[config.mk]
export PLATFORM = sky130hd
export DESIGN_NAME = lr_sc_rsv_unit
export DESIGN_NICKNAME = d
export VERILOG_FILES = /design/src/rtl/lr_sc_rsv_unit.sv
export SDC_FILE = /design/constraint.sdc
export NUM_CORES = 1
export LEC_CHECK = 0
export BUFFER_PORTS_ARGS = -buffer_cell sky130_fd_sc_hd__buf_2
export CAP_MARGIN = 15
export CELL_PAD_IN_SITES_DETAIL_PLACEMENT = 1
export CELL_PAD_IN_SITES_GLOBAL_PLACEMENT = 1
export CORE_UTILIZATION = 41
export DETAILED_ROUTE_END_ITERATION = 12
export GPL_ROUTABILITY_DRIVEN = 0
export PLACE_DENSITY = 0.83
export SYNTH_ARGS = -nofsm -noshare
export SYNTH_HDL_FRONTEND = slang
export SYNTH_SLANG_ARGS = --single-unit
[constraint.sdc]
create_clock -name i_clk -period 3.9 [get_ports i_clk]
set_input_delay 1.17 -clock i_clk [delete_from_list [all_inputs] [get_ports i_clk]]
set_output_delay 1.17 -clock i_clk [all_outputs]
set_load 0.1 [all_outputs]
[src/rtl/lr_sc_rsv_unit.sv]
// LR/SC reservation unit: one reservation per requester ID, killed by snooped
// stores, SC clears, or an optional lifetime counter. The SC result is registered.
module lr_sc_rsv_unit #(
  parameter int ADDR_WIDTH   = 32,
  parameter int N_IDS        = 2,
  parameter int GRANULE_LOG2 = 2,
  parameter int TIMEOUT      = 64
) (
  input  logic                     i_clk,
  input  logic                     i_rst,
  input  logic                     i_lr,
  input  logic                     i_sc,
  input  logic [$clog2(N_IDS)-1:0] i_id,
  input  logic [ADDR_WIDTH-1:0]    i_addr,
  input  logic                     i_wr_en,
  input  logic [ADDR_WIDTH-1:0]    i_wr_addr,
  output logic                     o_sc_done,
  output logic                     o_sc_gnt,
  output logic [N_IDS-1:0]         o_rsv_valid
);
  localparam int IDW = $clog2(N_IDS);
  localparam int TW  = ADDR_WIDTH - GRANULE_LOG2;
  localparam int CW  = (TIMEOUT > 0) ? $clog2(TIMEOUT + 1) : 1;

  logic [N_IDS-1:0]         valid_q, valid_d;
  logic [N_IDS-1:0][TW-1:0] tag_q, tag_d;
  logic [N_IDS-1:0]         kill, ld, expire;
  logic [TW-1:0]            req_tag, wr_tag;
  logic                     sc_done_q, sc_gnt_q, gnt;

  assign req_tag = i_addr[ADDR_WIDTH-1:GRANULE_LOG2];
  assign wr_tag  = i_wr_addr[ADDR_WIDTH-1:GRANULE_LOG2];

  if (GRANULE_LOG2 > 0) begin : g_gran
    logic unused_low;
    assign unused_low = ^{i_addr[GRANULE_LOG2-1:0], i_wr_addr[GRANULE_LOG2-1:0]};
  end

  // LR is ignored when it collides with an SC in the same cycle.
  always_comb begin
    kill = '0;
    ld   = '0;
    for (int e = 0; e < N_IDS; e++) begin
      kill[e] = i_wr_en && valid_q[e] && (tag_q[e] == wr_tag);
      ld[e]   = i_lr && !i_sc && (i_id == IDW'(e));
    end
  end

  assign gnt = valid_q[i_id] && (tag_q[i_id] == req_tag) && !kill[i_id];

  always_comb begin
    valid_d = valid_q;
    tag_d   = tag_q;
    for (int e = 0; e < N_IDS; e++) begin
      if (i_sc && (i_id == IDW'(e))) begin
        valid_d[e] = 1'b0;
      end else if (ld[e]) begin
        valid_d[e] = 1'b1;
        tag_d[e]   = req_tag;
      end else if (kill[e] || expire[e]) begin
        valid_d[e] = 1'b0;
      end
    end
  end

  if (TIMEOUT > 0) begin : g_to
    logic [N_IDS-1:0][CW-1:0] cnt_q, cnt_d;

    // Expire when the counter reads 1: the entry then lives exactly TIMEOUT cycles.
    always_comb begin
      cnt_d  = cnt_q;
      expire = '0;
      for (int e = 0; e < N_IDS; e++) begin
        expire[e] = valid_q[e] && (cnt_q[e] == CW'(1));
        if (ld[e])           cnt_d[e] = CW'(TIMEOUT);
        else if (valid_q[e]) cnt_d[e] = cnt_q[e] - CW'(1);
      end
    end

    always_ff @(posedge i_clk) begin
      if (i_rst) cnt_q <= '0;
      else       cnt_q <= cnt_d;
    end
  end else begin : g_noto
    assign expire = '0;
  end

  always_ff @(posedge i_clk) begin
    if (i_rst) begin
      valid_q   <= '0;
      tag_q     <= '0;
      sc_done_q <= 1'b0;
      sc_gnt_q  <= 1'b0;
    end else begin
      valid_q   <= valid_d;
      tag_q     <= tag_d;
      sc_done_q <= i_sc;
      sc_gnt_q  <= i_sc && gnt;
    end
  end

  always @(posedge i_clk) begin
    if (!i_rst) assert (!(i_lr && i_sc));
  end

  assign o_sc_done   = sc_done_q;
  assign o_sc_gnt    = sc_gnt_q;
  assign o_rsv_valid = valid_q;
endmodule

# Yosys cells after proc, flatten, opt, wreduce, memory -nomap -nowiden
# Index checks and enable logic that the tools add are counted.
# totals
input_bits,70
regBits,78
elab_cells,63
# op_classes
n_bitwise,3
magnitude_cmp,1
n_reduce_logical,28
addsub,2
n_eq_ne,5
n_mux,14
# op_table
operator,count
== test 30 bit,3
2-to-1 mux 30 bit,2
2-to-1 mux 7 bit,4
== test 7 x 1 -> 1 bit (second input constant),2
logical AND 1 bit,14
subtractor 7 x 1 -> 7 bit (second input constant),2
2-to-1 mux 1 bit,8
nonzero test 2 bit,4
OR reduction 2 bit,4
AND reduction 2 bit,2
NOT 1 bit,3
zero test 1 bit,2
logical OR 1 bit,2
less-than comparator 1 x 2 -> 1 bit (second input constant),1

# Depth between registers and ports, before layout
# Gate-level depths: netlist (run 1).
# logic_depth
ltp_word,7
mapped_depth,8

# Worst setup path after synthesis (run 1)
# No wires, ideal clock.
# synth_path
path_type,input to register
from,input i_id
to,"register sc_gnt_q, in the netlist o_sc_gnt"
arrival_time_ns,2.405
path_buffers,2
setup_time_ns,0.103
path_stages,7
slack_ns,1.392
cell_sequence,buf_6 buf_2 mux2i_1 xnor2_1 nor4_1 nand4_1 a2111oi_2
# synth_between
elab_chain_len,6
word_cells_on_any_way,11
classes_between,eq/ne (1); mux (6); reduce/logical (4)
# synth_rtl
element,line_no,rtl
from (decl),13,"input logic [$clog2(N_IDS)-1:0] i_id,"
2-to-1 mux 30 bit (implied by the code) (2 in series),49,assign gnt = valid_q[i_id] && (tag_q[i_id] == req_tag) && !kill[i_id];
== test 30 bit,49,
logical AND 1 bit,49,
logical AND 1 bit *,49,
logical AND 1 bit *,98,sc_gnt_q <= i_sc && gnt;
to (signal assigned),98,
to (decl),29,"logic sc_done_q, sc_gnt_q, gnt;"
# Mark *: on every way between the ends. The rest lies on a longest branch, timed or not. The select of a mux whose other input is x is not followed.
# A chain may end at the register's enable or synchronous reset.

# Worst setup path in the final report (run 1)
# Same ends and word-level chain as after synthesis.

==> flow_summary.ini, run 1 <==
[layout]
area_growth_pct = 15.0
fin_area_sq_mm = 0.00479
final_layout_size_suffix_gt1_share_pct = 16.8
nets = 644
filler_cell_count = 1268
multiInputGateArea_sq_mm = 0.00247
regArea_sq_mm = 0.00156
antenna_cells = 0
final_common_cell = nand2_1
mostFrequentLayoutCells = 131 x nand2_1, 78 x dfxtp_1, 69 x buf_2

[die]
coreArea_sq_mm = 0.00982
die_w_um = 103
dieArea_sq_mm = 0.0106
io-pin-count = 74
die-height_um = 103
rows = 36
start_util_pct = 42.4

[timing]
rsz0062_at_grt = no
finalClockSkew_ns = 0.00875
drv_slew = 0
fin_crit_sh_pct = 72.4
fmax_mhz = 354
worstMarginPinSlew_ns = 0.824
hold_ws_ns = 0.488
hold_violations = 0
period_needed_ns = 2.82
relSlewSlack_pct = 45.0
tns_ns = 0
finalSetupViolCount = 0

[power_and_ir_drop]
ir_drop_mv = 0.185
p_clk_share_pct = 31.9
comb_power_share_pct = 17.3
power.internal_mw = 1.18
p_per_area_mw_per_mm2 = 354
power_mw = 1.69
seq_power_share_pct = 50.8
switchingPower_mw = 0.510
switching_share_pct = 30.1
p_leak_nw = 1.97

[clock_network]
cts_setup_buffers = 0
clkSlewWorstSetupHoldPaths_ns = 0.08
cts_tree = built
cts_sinks = 78
cts_max_level = 3
clockBufferDepth = 2
cts-root-buf = clkbuf_8
ctsHoldBuffers = 0
worstSkewPairLatency_ns = 0.35
cts_buffers = 9
postCtsResizedCells = 0

[setup_path]
cp-start-kind = input port
critPathCaptureType = flop
path_max_fanout = 16
worstSetupPathType = in -> reg
required_ns = 4.16
cp_data_arrival_time_ns = 3.08

[routing]
route.met3.wl_um = 493
highest_layer = met4
wl_per_cell_um = 18.1
first_iter_violations = 124
drt-met1-wl_um = 5370
route.met2.wl_um = 6550
vias = 3722
wirelength_um = 12800
drc = 0
drt-vias-per-instance = 5.27
ant_nets = 0
first_pass_iters = 4

[grt]
antenna_found_initial = 0
grt_use_total_pct = 25.8
grt_pass1_wl_um = 20300
grt_pass1_vias = 4011
grt_max_degree = 42
grt-ovfl-total = 0

[placement]
hpwl_um = 9480
postPlaceCellArea_sq_mm = 0.00463
io_buffers = 69

[logic_synthesis]
syn-num-nets = 584
syn_area_per_cell_sq_um = 8.17
yosysSeqAreaShare_pct = 37.5
netlist_area_sq_mm = 0.00417
yosysWarnings = 0
synth.largest_area_cell = dfxtp_1
ys_top_cells_by_area = dfxtp_1 37%, xor2_1 14%, nand2_1 12%, a21oi_1 7.4%, xnor2_1 7.4%
synth_top_area_share_pct = 37.5
syn_inst = 510
yosysUniqueCellTypes = 28
ys_seq_elements = 78

[job]
maxCapViolations = 0

[status]
status = completed

[min_path]
hold_path.class = reg -> reg
## final timing paths
kind	start	to	slack [ns]	cells after the start
max	i_id	o_sc_gnt	1.08	7
min	tag_q[25]	tag_q[25]	0.49	2
max reg2reg	tag_q[50]	o_sc_gnt	2.07	5
min reg2reg	tag_q[25]	tag_q[25]	0.49	2
## Yosys cell counts (all sizes together)
library cell / count
nand2: 131
dfxtp: 78
xor2: 67
a21oi: 62
xnor2: 35
mux2i: 30
clkbuf: 23
nor2: 20
nor4: 20
nand4: 6
inv: 5
nor3: 5
buf: 4
ha: 4
a211oi: 2
a221oi: 2
nand2b: 2
nand4b: 2
nor4b: 2
o211ai: 2
o21ai: 2
or2: 2
a2111oi: 1
and3: 1
mux2: 1
nor2b: 1
## area by class of cell
class | instances | share of cell area, %
multi-input combinational | 400 | 51.6
sequential | 78 | 32.6
timing repair buffer | 76 | 8.57
tap | 133 | 3.47
clock buffer | 10 | 2.87
clock inverter | 4 | 0.522
inverter | 5 | 0.392
## cells by family after synthesis
group                    synth area share (%)
buffers and inverters                    3.36
AND/OR/NAND/NOR                          19.9
flip-flops                               37.5
adder cells (fa/ha/maj)                  1.20
XOR/XNOR                                 21.4
AO/OA/AOI/OAI                            9.19
multiplexers                             7.48
## routing by layer
metal | up-vias | track usage [%]
li1 | 1807 | -
met1 | 1798 | 30.1
met2 | 93 | 46.4
met3 | 24 | 5.76
met4 | 0 | 9.43
met5 | - | 0
## flip-flops by register name, summed over array words and instances (netlist names)
signal	flops
tag_q	60
g_to.cnt_q	14
o_sc_gnt	1
o_sc_done	1
o_rsv_valid	2
## stage by stage
| stage | cells | utilization [%] | worst slack [ns] |
|---|---|---|---|
| after global routing | 706 | 48.8 | 0.993 |
| after detailed placement | 692 | 47.1 | 0.718 |
| after global placement | 692 | 47.1 | 0.784 |
| after floorplan | 510 | - | 1.39 |
| final | 706 | 48.8 | 1.08 |
| after CTS | 706 | 48.8 | 1.09 |
## power by group through the flow
stage	logic (mW)	clock network [mW]	registers, mW
after detailed placement	0.292	0	0.879
after global placement	0.282	0	0.876
after CTS	0.295	0.550	0.860
final	0.294	0.540	0.860
after global routing	0.320	0.593	0.865
after floorplan	0.167	0	0.882
## critical path, stage by stage
cell,delay (ns)
buf_2,0.46
buf_4,0.29
mux2i_1,0.23
xnor2_1,0.11
nor4_1,0.41
nand2_1,0.12
a2111oi_2,0.29
(Power assumes the default switching activity.)
==> run 2: changes to the inputs <==
clock period = 2.7 ns   (was 3.9 ns; I/O delays follow)
==> run 2 against run 1 <==
  * Sequential power up 44%
  * Sequential cell count did not move
  * Combinational power rose by 47%
  * Final cell count increased by 0.57%
  * Core utilization grew 1.2 points
  * Critical path type unchanged
  * Critical endpoint unchanged
  * Largest cell class unchanged
  * Highest routed layer unchanged
==> flow_summary.ini, run 2 (same netlist as run 1, synthesis figures left out) <==
[status]
status = completed

[layout]
final_layout_size_suffix_gt1_share_pct = 16.8
filler_cell_count = 1251
antenna_cells = 0
nets = 646
area_growth_pct = 17.8
final_common_cell = nand2_1
fin_area_sq_mm = 0.00491
largest_register_ffs = 60
fin_cells = 710
mostFrequentLayoutCells = 131 x nand2_1, 78 x dfxtp_1, 69 x buf_2
largest_register = tag_q

[setup_path]
r2r-start = tag_q[43]
crit_start = i_id
critPathCaptureType = flop
path_max_fanout = 6
cp-start-kind = input port
required_ns = 2.97
worstSetupPathType = in -> reg
cp_data_arrival_time_ns = 2.52
rrSetupSlack_ns = 0.96

[grt]
grt_pass1_wl_um = 19500
grt_pass1_vias = 3812
grt_max_degree = 49
grt_use_total_pct = 24.9
antenna_found_initial = 0
grt-ovfl-total = 0

[job]
maxCapViolations = 0

[power_and_ir_drop]
p_clk_share_pct = 38.6
switching_share_pct = 27.2
ir_drop_mv = 0.279
comb_power_share_pct = 15.9
p_per_area_mw_per_mm2 = 555
p_leak_nw = 2.03
seq_power_share_pct = 45.5
power.internal_mw = 1.99
switchingPower_mw = 0.741
power_mw = 2.73

[timing]
drv_slew = 0
worstMarginPinSlew_ns = 0.551
hold_violations = 0
fin_ws_ns = 0.444
finalSetupViolCount = 0
finalClockSkew_ns = 0.00864
relSlewSlack_pct = 62.8
rsz0062_at_grt = no
fmax_mhz = 443
fin_crit_sh_pct = 83.5
tns_ns = 0
period_needed_ns = 2.26

[placement]
io_buffers = 69
dp_slack_ns = 0.118
postPlaceCellArea_sq_mm = 0.00468
hpwl_um = 9160
dp.cells = 694

[clock_network]
cts_sinks = 78
cts-root-buf = clkbuf_8
postCtsResizedCells = 0
clkSlewWorstSetupHoldPaths_ns = 0.08
cts_tree = built
ctsHoldBuffers = 0
cts_setup_buffers = 0
cts_max_level = 3
clockBufferDepth = 2
worstSkewPairLatency_ns = 0.37
cts_buffers = 9

[die]
start_util_pct = 42.4
die-height_um = 103
coreArea_sq_mm = 0.00982
dieArea_sq_mm = 0.0106
rows = 36
die_w_um = 103
io-pin-count = 74

[routing]
first_iter_violations = 157
vias = 3750
ant_nets = 0
drc = 0
drt-vias-per-instance = 5.28
wirelength_um = 12700
wl_per_cell_um = 17.9
first_pass_iters = 4

[min_path]
holdCritStartpoint = tag_q[13]
hold_path.class = reg -> reg
[run 2: changes by cell type in the layout (fill, tap and decap cells not counted), moves of 2 or more]
| cell | change |
|---|---|
| buf_12 | +3 |
| clkbuf_1 | +3 |
| clkinvlp_4 | -2 |
| bufinv_16 | +3 |
[run 2: final timing paths]
path / endpoint / cells past startpoint
max: o_sc_gnt / 7
min reg2reg: tag_q[13] / 2
min: tag_q[13] / 2
max reg2reg: o_sc_gnt / 5
[run 2: cell type report]
cell class	count	area [sq um]	share of cell area, %
Clock inverter	4	95.1	1.94
Inverter	5	18.8	0.382
Sequential cell	78	1560	31.8
Clock buffer	12	135	2.75
Multi-Input combinational cell	400	2470	50.3
Tap cell	133	166	3.39
Timing Repair Buffer	78	463	9.43
[run 2: through the flow]
stage	util [%]	hold slack [ns]
floorplan	-	0.460
global route	50.0	0.509
global placement	47.7	0.467
finish	50.0	0.487
detailed placement	47.7	0.475
CTS	50.0	0.486
[run 2: critical path: stages]
cell       delay [ns]
buf_2            0.16
buf_4            0.20
mux2i_1          0.26
xnor2_1          0.11
nor4_1           0.33
nand4_1          0.26
a2111oi_2        0.38
[run 2: per-layer routing]
layer	up-vias	GRT usage [%]	wire, um
met5	-	0	0
met4	0	12.2	452
met1	1805	29.2	5270
li1	1814	-	-
met3	32	5.22	677
met2	99	43.2	6310
[run 2: power groups by stage]
stage	combinational [mW]	clock [mW]	sequential [mW]
2_1_floorplan	0.242	0	1.27
3_3_place_gp	0.418	0	1.26
3_5_place_dp	0.431	0	1.27
4_1_cts	0.435	1.07	1.24
5_1_grt	0.468	1.12	1.25
6_report	0.433	1.05	1.24
